## src/rtl/latsnq_bank_wrctl_pkg.sv

```systemverilog
// Shared types and helpers for the latsnq bank write controller.
package latsnq_bank_wrctl_pkg;

    localparam int unsigned CNT_W = 4;

    typedef enum logic [2:0] {
        StIdle,
        StSetup,
        StPulse,
        StHold,
        StPreset,
        StRecov
    } state_e;

    // Cycle counts of zero would never reach the exit value, so map them to 1.
    function automatic logic [CNT_W-1:0] clamp1(input int unsigned n);
        if (n == 0) begin
            return {{(CNT_W-1){1'b0}}, 1'b1};
        end
        return n[CNT_W-1:0];
    endfunction

endpackage

```

## src/rtl/latsnq_bank_wrctl_cnt.sv

```systemverilog
// Loadable down-counter that times each controller state; done when it reaches 1.
module latsnq_bank_wrctl_cnt
    import latsnq_bank_wrctl_pkg::*;
#(
    parameter logic [CNT_W-1:0] RstVal = 1
) (
    input  logic             clk_i,
    input  logic             rst_ni,
    input  logic             load_i,
    input  logic [CNT_W-1:0] load_val_i,
    output logic             done_o
);

    localparam logic [CNT_W-1:0] One = 1;

    logic [CNT_W-1:0] cnt_q;

    // Load on state entry, otherwise count down and park at 1.
    always_ff @(posedge clk_i or negedge rst_ni) begin
        if (!rst_ni) begin
            cnt_q <= RstVal;
        end else if (load_i) begin
            cnt_q <= load_val_i;
        end else if (cnt_q > One) begin
            cnt_q <= cnt_q - One;
        end
    end

    assign done_o = (cnt_q == One);

endmodule

```

## src/rtl/latsnq_bank_wrctl.sv

```systemverilog
// Write controller for a bank of latsnq latches: sequences D, per-bit E pulses
// and bank-wide SETN presets so the latch timing checks are always met.
// Optional readback checker enabled by defining LATSNQ_BANK_WRCTL_CHECK_EN.
module latsnq_bank_wrctl
    import latsnq_bank_wrctl_pkg::*;
#(
    parameter int unsigned NLAT      = 8,
    parameter int unsigned SETUP_CYC = 2,
    parameter int unsigned PW_CYC    = 2,
    parameter int unsigned HOLD_CYC  = 1,
    parameter int unsigned SETW_CYC  = 2,
    parameter int unsigned REC_CYC   = 2
) (
    input  logic            CLK,
    input  logic            RN,
    input  logic            wr_valid,
    output logic            wr_ready,
    input  logic [NLAT-1:0] wr_data,
    input  logic [NLAT-1:0] wr_mask,
    input  logic            set_req,
    output logic            set_done,
    output logic [NLAT-1:0] lat_d,
    output logic [NLAT-1:0] lat_e,
`ifdef LATSNQ_BANK_WRCTL_CHECK_EN
    input  logic [NLAT-1:0] lat_q,
    output logic            chk_err,
`endif
    output logic            lat_setn
);

    localparam logic [CNT_W-1:0] SetupC = clamp1(SETUP_CYC);
    localparam logic [CNT_W-1:0] PwC    = clamp1(PW_CYC);
    localparam logic [CNT_W-1:0] HoldC  = clamp1(HOLD_CYC);
    localparam logic [CNT_W-1:0] SetwC  = clamp1(SETW_CYC);
    localparam logic [CNT_W-1:0] RecC   = clamp1(REC_CYC);

    state_e           state_q, state_d;
    logic             cnt_load, cnt_done, accept;
    logic [CNT_W-1:0] cnt_val;
    logic [NLAT-1:0]  lat_d_q, lat_e_q, mask_q;
    logic             lat_setn_q, wr_ready_q, set_done_q, from_set_q;

    latsnq_bank_wrctl_cnt #(
        .RstVal (RecC)
    ) u_cnt (
        .clk_i      (CLK),
        .rst_ni     (RN),
        .load_i     (cnt_load),
        .load_val_i (cnt_val),
        .done_o     (cnt_done)
    );

    // Next-state decode; set_req wins over a write in IDLE.
    always_comb begin
        state_d = state_q;
        accept  = 1'b0;
        unique case (state_q)
            StIdle: begin
                if (set_req) begin
                    state_d = StPreset;
                end else if (wr_valid) begin
                    state_d = StSetup;
                    accept  = 1'b1;
                end
            end
            StSetup:  if (cnt_done) state_d = StPulse;
            StPulse:  if (cnt_done) state_d = StHold;
            StHold:   if (cnt_done) state_d = StIdle;
            StPreset: if (cnt_done) state_d = StRecov;
            StRecov:  if (cnt_done) state_d = StIdle;
            default:  state_d = StIdle;
        endcase
    end

    // Counter reload value for the state being entered.
    always_comb begin
        cnt_load = (state_d != state_q);
        cnt_val  = {{(CNT_W-1){1'b0}}, 1'b1};
        unique case (state_d)
            StSetup:  cnt_val = SetupC;
            StPulse:  cnt_val = PwC;
            StHold:   cnt_val = HoldC;
            StPreset: cnt_val = SetwC;
            StRecov:  cnt_val = RecC;
            default:  cnt_val = {{(CNT_W-1){1'b0}}, 1'b1};
        endcase
    end

    // State and registered outputs; reset holds the bank in preset.
    always_ff @(posedge CLK or negedge RN) begin
        if (!RN) begin
            state_q    <= StRecov;
            lat_d_q    <= '0;
            lat_e_q    <= '0;
            mask_q     <= '0;
            lat_setn_q <= 1'b0;
            wr_ready_q <= 1'b0;
            set_done_q <= 1'b0;
            from_set_q <= 1'b0;
        end else begin
            state_q    <= state_d;
            if (accept) begin
                lat_d_q <= wr_data;
                mask_q  <= wr_mask;
            end
            lat_e_q    <= (state_d == StPulse) ? mask_q : '0;
            lat_setn_q <= (state_d != StPreset);
            wr_ready_q <= (state_d == StIdle);
            set_done_q <= (state_q == StRecov) && (state_d == StIdle) && from_set_q;
            if (state_d == StPreset) begin
                from_set_q <= 1'b1;
            end else if (state_d == StIdle) begin
                from_set_q <= 1'b0;
            end
        end
    end

`ifdef LATSNQ_BANK_WRCTL_CHECK_EN
    logic chk_err_q;

    // Sticky readback check at the end of HOLD and after a preset's recovery.
    always_ff @(posedge CLK or negedge RN) begin
        if (!RN) begin
            chk_err_q <= 1'b0;
        end else begin
            if ((state_q == StHold) && cnt_done && |((lat_q ^ lat_d_q) & mask_q)) begin
                chk_err_q <= 1'b1;
            end
            if ((state_q == StRecov) && cnt_done && from_set_q && (lat_q != '1)) begin
                chk_err_q <= 1'b1;
            end
        end
    end

    assign chk_err = chk_err_q;
`endif

    assign lat_d    = lat_d_q;
    assign lat_e    = lat_e_q;
    assign lat_setn = lat_setn_q;
    assign wr_ready = wr_ready_q;
    assign set_done = set_done_q;

endmodule

```

## config.mk

```make
export PLATFORM = sky130hd
export DESIGN_NAME = latsnq_bank_wrctl
export DESIGN_NICKNAME = d
export VERILOG_FILES = /design/src/rtl/latsnq_bank_wrctl_pkg.sv /design/src/rtl/latsnq_bank_wrctl_cnt.sv /design/src/rtl/latsnq_bank_wrctl.sv
export SDC_FILE = /design/constraint.sdc
export NUM_CORES = 1
export LEC_CHECK = 0
export BUFFER_PORTS_ARGS = -buffer_cell sky130_fd_sc_hd__buf_4
export CAP_MARGIN = 25
export CORE_ASPECT_RATIO = 1.1
export CORE_MARGIN = 2
export CORE_UTILIZATION = 58
export CTS_BUF_LIST = sky130_fd_sc_hd__clkbuf_4 sky130_fd_sc_hd__clkbuf_8
export DETAILED_ROUTE_END_ITERATION = 6
export PLACE_DENSITY = 0.87
export SYNTH_ARGS = -nofsm -noshare
export SYNTH_HDL_FRONTEND = slang
export SYNTH_SLANG_ARGS = --single-unit
```

## constraint.sdc

```tcl
create_clock -name CLK -period 3.8 [get_ports CLK]
set_clock_uncertainty 0.05 [all_clocks]
set_input_delay 0.38 -clock CLK [delete_from_list [all_inputs] [get_ports CLK]]
set_output_delay 0.38 -clock CLK [all_outputs]
set_load 0.1 [all_outputs]
```

==> impl_metrics.tcl <==
set metrics [dict create \
    finalCritPeriodShare_pct 53.0 \
    grt_pass1_wl_mm 4.58 \
    worstPathArrival_ps 2190 \
    period_minus_slack_ps 2020 \
    rows 19 \
    cts_tree "built" \
    grt_start_max_net_pins 36 \
    vias 1049 \
    grtUsageTotal_pct 21.5 \
    ant_nets 0 \
    synth_top_area_share_pct 53.9 \
    wirelength_mm 2.74 \
    clk_path_buf_depth 2 \
    ys_ff_latch 35 \
    drive_above_1_share_pct 42.5 \
    cts_sinks 35 \
    routedWlPerCell_um 14.3 \
    rsz0062_at_grt "no" \
    die_w_um 52.3 \
    setup_tns_ps 0 \
    ys_top_cells_by_count "32 x dfrtp_1, 16 x mux2_2, 8 x and2_1" \
    ys_seq_area_share_pct 59.2 \
    syn-cell-area_mm2 0.00149 \
    fin_nets 182 \
    max_freq_mhz 496 \
    dp.cells 183 \
    portBuffers 38 \
    status "finished, final reports clean" \
    synth-edff-count 0 \
    cp.required_ps 3970 \
    drcViolationCount 0 \
    n_fill_cell 180 \
    dr.first_iter.drc_count 31 \
    max_cap_violations 0 \
    end_kind "register" \
    async_flop_share_pct 100 \
    crit_fanout 10 \
    synthCells 118 \
    ys.flop_type "dfrtp_1" \
    first_pass_iters 4 \
    slowest_delay_ps 500 \
    synthesis.nets 140 \
    grt_overflow 0 \
    die_h_um 57.1 \
    globalplace.congestion 0.848 \
    worstSetupPathType "reg2reg" \
    cts_resized 0 \
    syn_to_final_growth_pct 24.7 \
    synth_cell_type_count 32 \
    numCtsBuffers 5 \
    avgViaCountPerCell 5.49 \
    die_area_mm2 0.00298 \
    worstMarginPinSlew_ps 448 \
    clkTransAtPathRegs_ps 100 \
    yosysMostFrequentCell "dfrtp_1" \
    yosys.area.top_type "dfrtp_1" \
    start_kind "register" \
    grt_pass1_vias 1071 \
    hold_class "in2reg" \
    clkLatencyLatePin_ps 330 \
    avgSynthCellArea_um2 12.6 \
    final-setup-viol-count 0 \
    path_common_cell "or3b_1" \
    ys_warn_count 0 \
    finalHoldViolCount 0 \
    root_buffer "clkbuf_4" \
    start_util_pct 60.1 \
    antenna_cells 0 \
    crit_chain "inv_1, ha_1, or3b_1, or3b_1, and4_4, mux2i_1" \
    cts_max_level 2 \
    ios 39 \
    drv_slew 0 \
    core_mm2 0.00247 \
    dp_hpwl_mm 2.02 \
    slowest_stage "or3b_1" \
    antenna_found_initial 0 \
    r2r_setup_slack_ps 1780 \
    relSlewSlack_pct 69.9 \
    fin_cells 191 \
    ys_top_cells_by_area "dfrtp_1 54%, mux2_2 12%, dfstp_2 5.3%" \
]
==> logic make-up after synthesis <==
| family | Yosys count | share of synthesized area (%) |
|---|---|---|
| AOI/OAI and AO/OA | 20 | 8.42 |
| xor gates and xnor gates | 1 | 0.589 |
| adders and majority gates | 2 | 1.68 |
| buffers and inverters | 9 | 2.86 |
| DFF | 35 | 59.2 |
| muxes | 18 | 13.5 |
| and+or+nand+nor | 33 | 13.8 |
==> layout by cell type, fill, tap and decap left out, types with 3 or more instances in the layout <==
cell / instances
nor3_1: 3
nor2_1: 4
nand2_1: 5
o21ai_0: 7
mux2_2: 16
clkbuf_4: 5
buf_4: 38
and2_1: 8
inv_1: 5
a21oi_1: 6
dfrtp_1: 32
dfstp_2: 3
==> layer usage <==
metal	part of all wire (%)	track usage [%]	up-vias
met5	0	0	-
met3	5.4	6.02	5
met4	1.8	11.0	0
met2	55	38.2	31
met1	38	22.8	517
li1	-	-	496
==> through the flow <==
stage	hold slack [ps]	utilization [%]	setup WS (ps)	cell area (µm²)
2_1_floorplan	34.4	-	1920	1490
3_5_place_dp	304	72.3	1750	1790
5_1_grt	214	74.9	1590	1850
3_3_place_gp	293	72.3	1870	1790
4_1_cts	217	74.9	1730	1850
6_report	229	74.9	1780	1850
==> sequential cells by signal, indices dropped and copies added (netlist names) <==
signal and flops:
mask_q 8, set_done 1, from_set_q 1, u_cnt.cnt_q 4, state_q 3, wr_ready 1
lat_d 8, lat_e 8, lat_setn 1
==> area by class of cell <==
type | instances | area, µm² | share of cell area (%)
flip-flops and latches | 35 | 880 | 47.5
well taps | 31 | 38.8 | 2.09
repair buffers | 39 | 295 | 15.9
inverters | 5 | 18.8 | 1.01
clock buffers | 6 | 51.3 | 2.77
clock inverters | 1 | 5.00 | 0.270
multi-input cells | 74 | 564 | 30.5
==> timing repair <==
| action | 4_1_cts | 5_1_grt |
|---|---|---|
| setup buffers | 0 | 0 |
| endpoints found under the hold margin | 32 | 0 |
| hold buffers | 1 | 0 |
| endpoints found under the setup margin | 0 | 0 |
==> final timing paths <==
check | start | end | cells after the start
max | u_cnt.cnt_q[1]$_DFFE_PN1P_ | from_set_q$_DFFE_PN0P_ | 6
min | wr_mask[7] | mask_q[7]$_DFFE_PN0P_ | 2
max reg2reg | u_cnt.cnt_q[1]$_DFFE_PN1P_ | from_set_q$_DFFE_PN0P_ | 6
min reg2reg | mask_q[6]$_DFFE_PN0P_ | lat_e[6]$_DFF_PN0_ | 1
max in group asynchronous | RN | u_cnt.cnt_q[1]$_DFFE_PN1P_ | 2
min in group asynchronous | RN | lat_e[5]$_DFF_PN0_ | 2
==> critical path, delay by kind of cell, from the launching register on <==
family / cells / cell delay (ps)
simple gates: 3 / 1080
flops: 1 / 390
fa+ha+maj: 1 / 200
mux: 1 / 110
buf+inv: 1 / 80
Power is left out: the tool's default activity adds up to more than one toggle a clock period on the data nets, which glitch-free logic cannot reach.
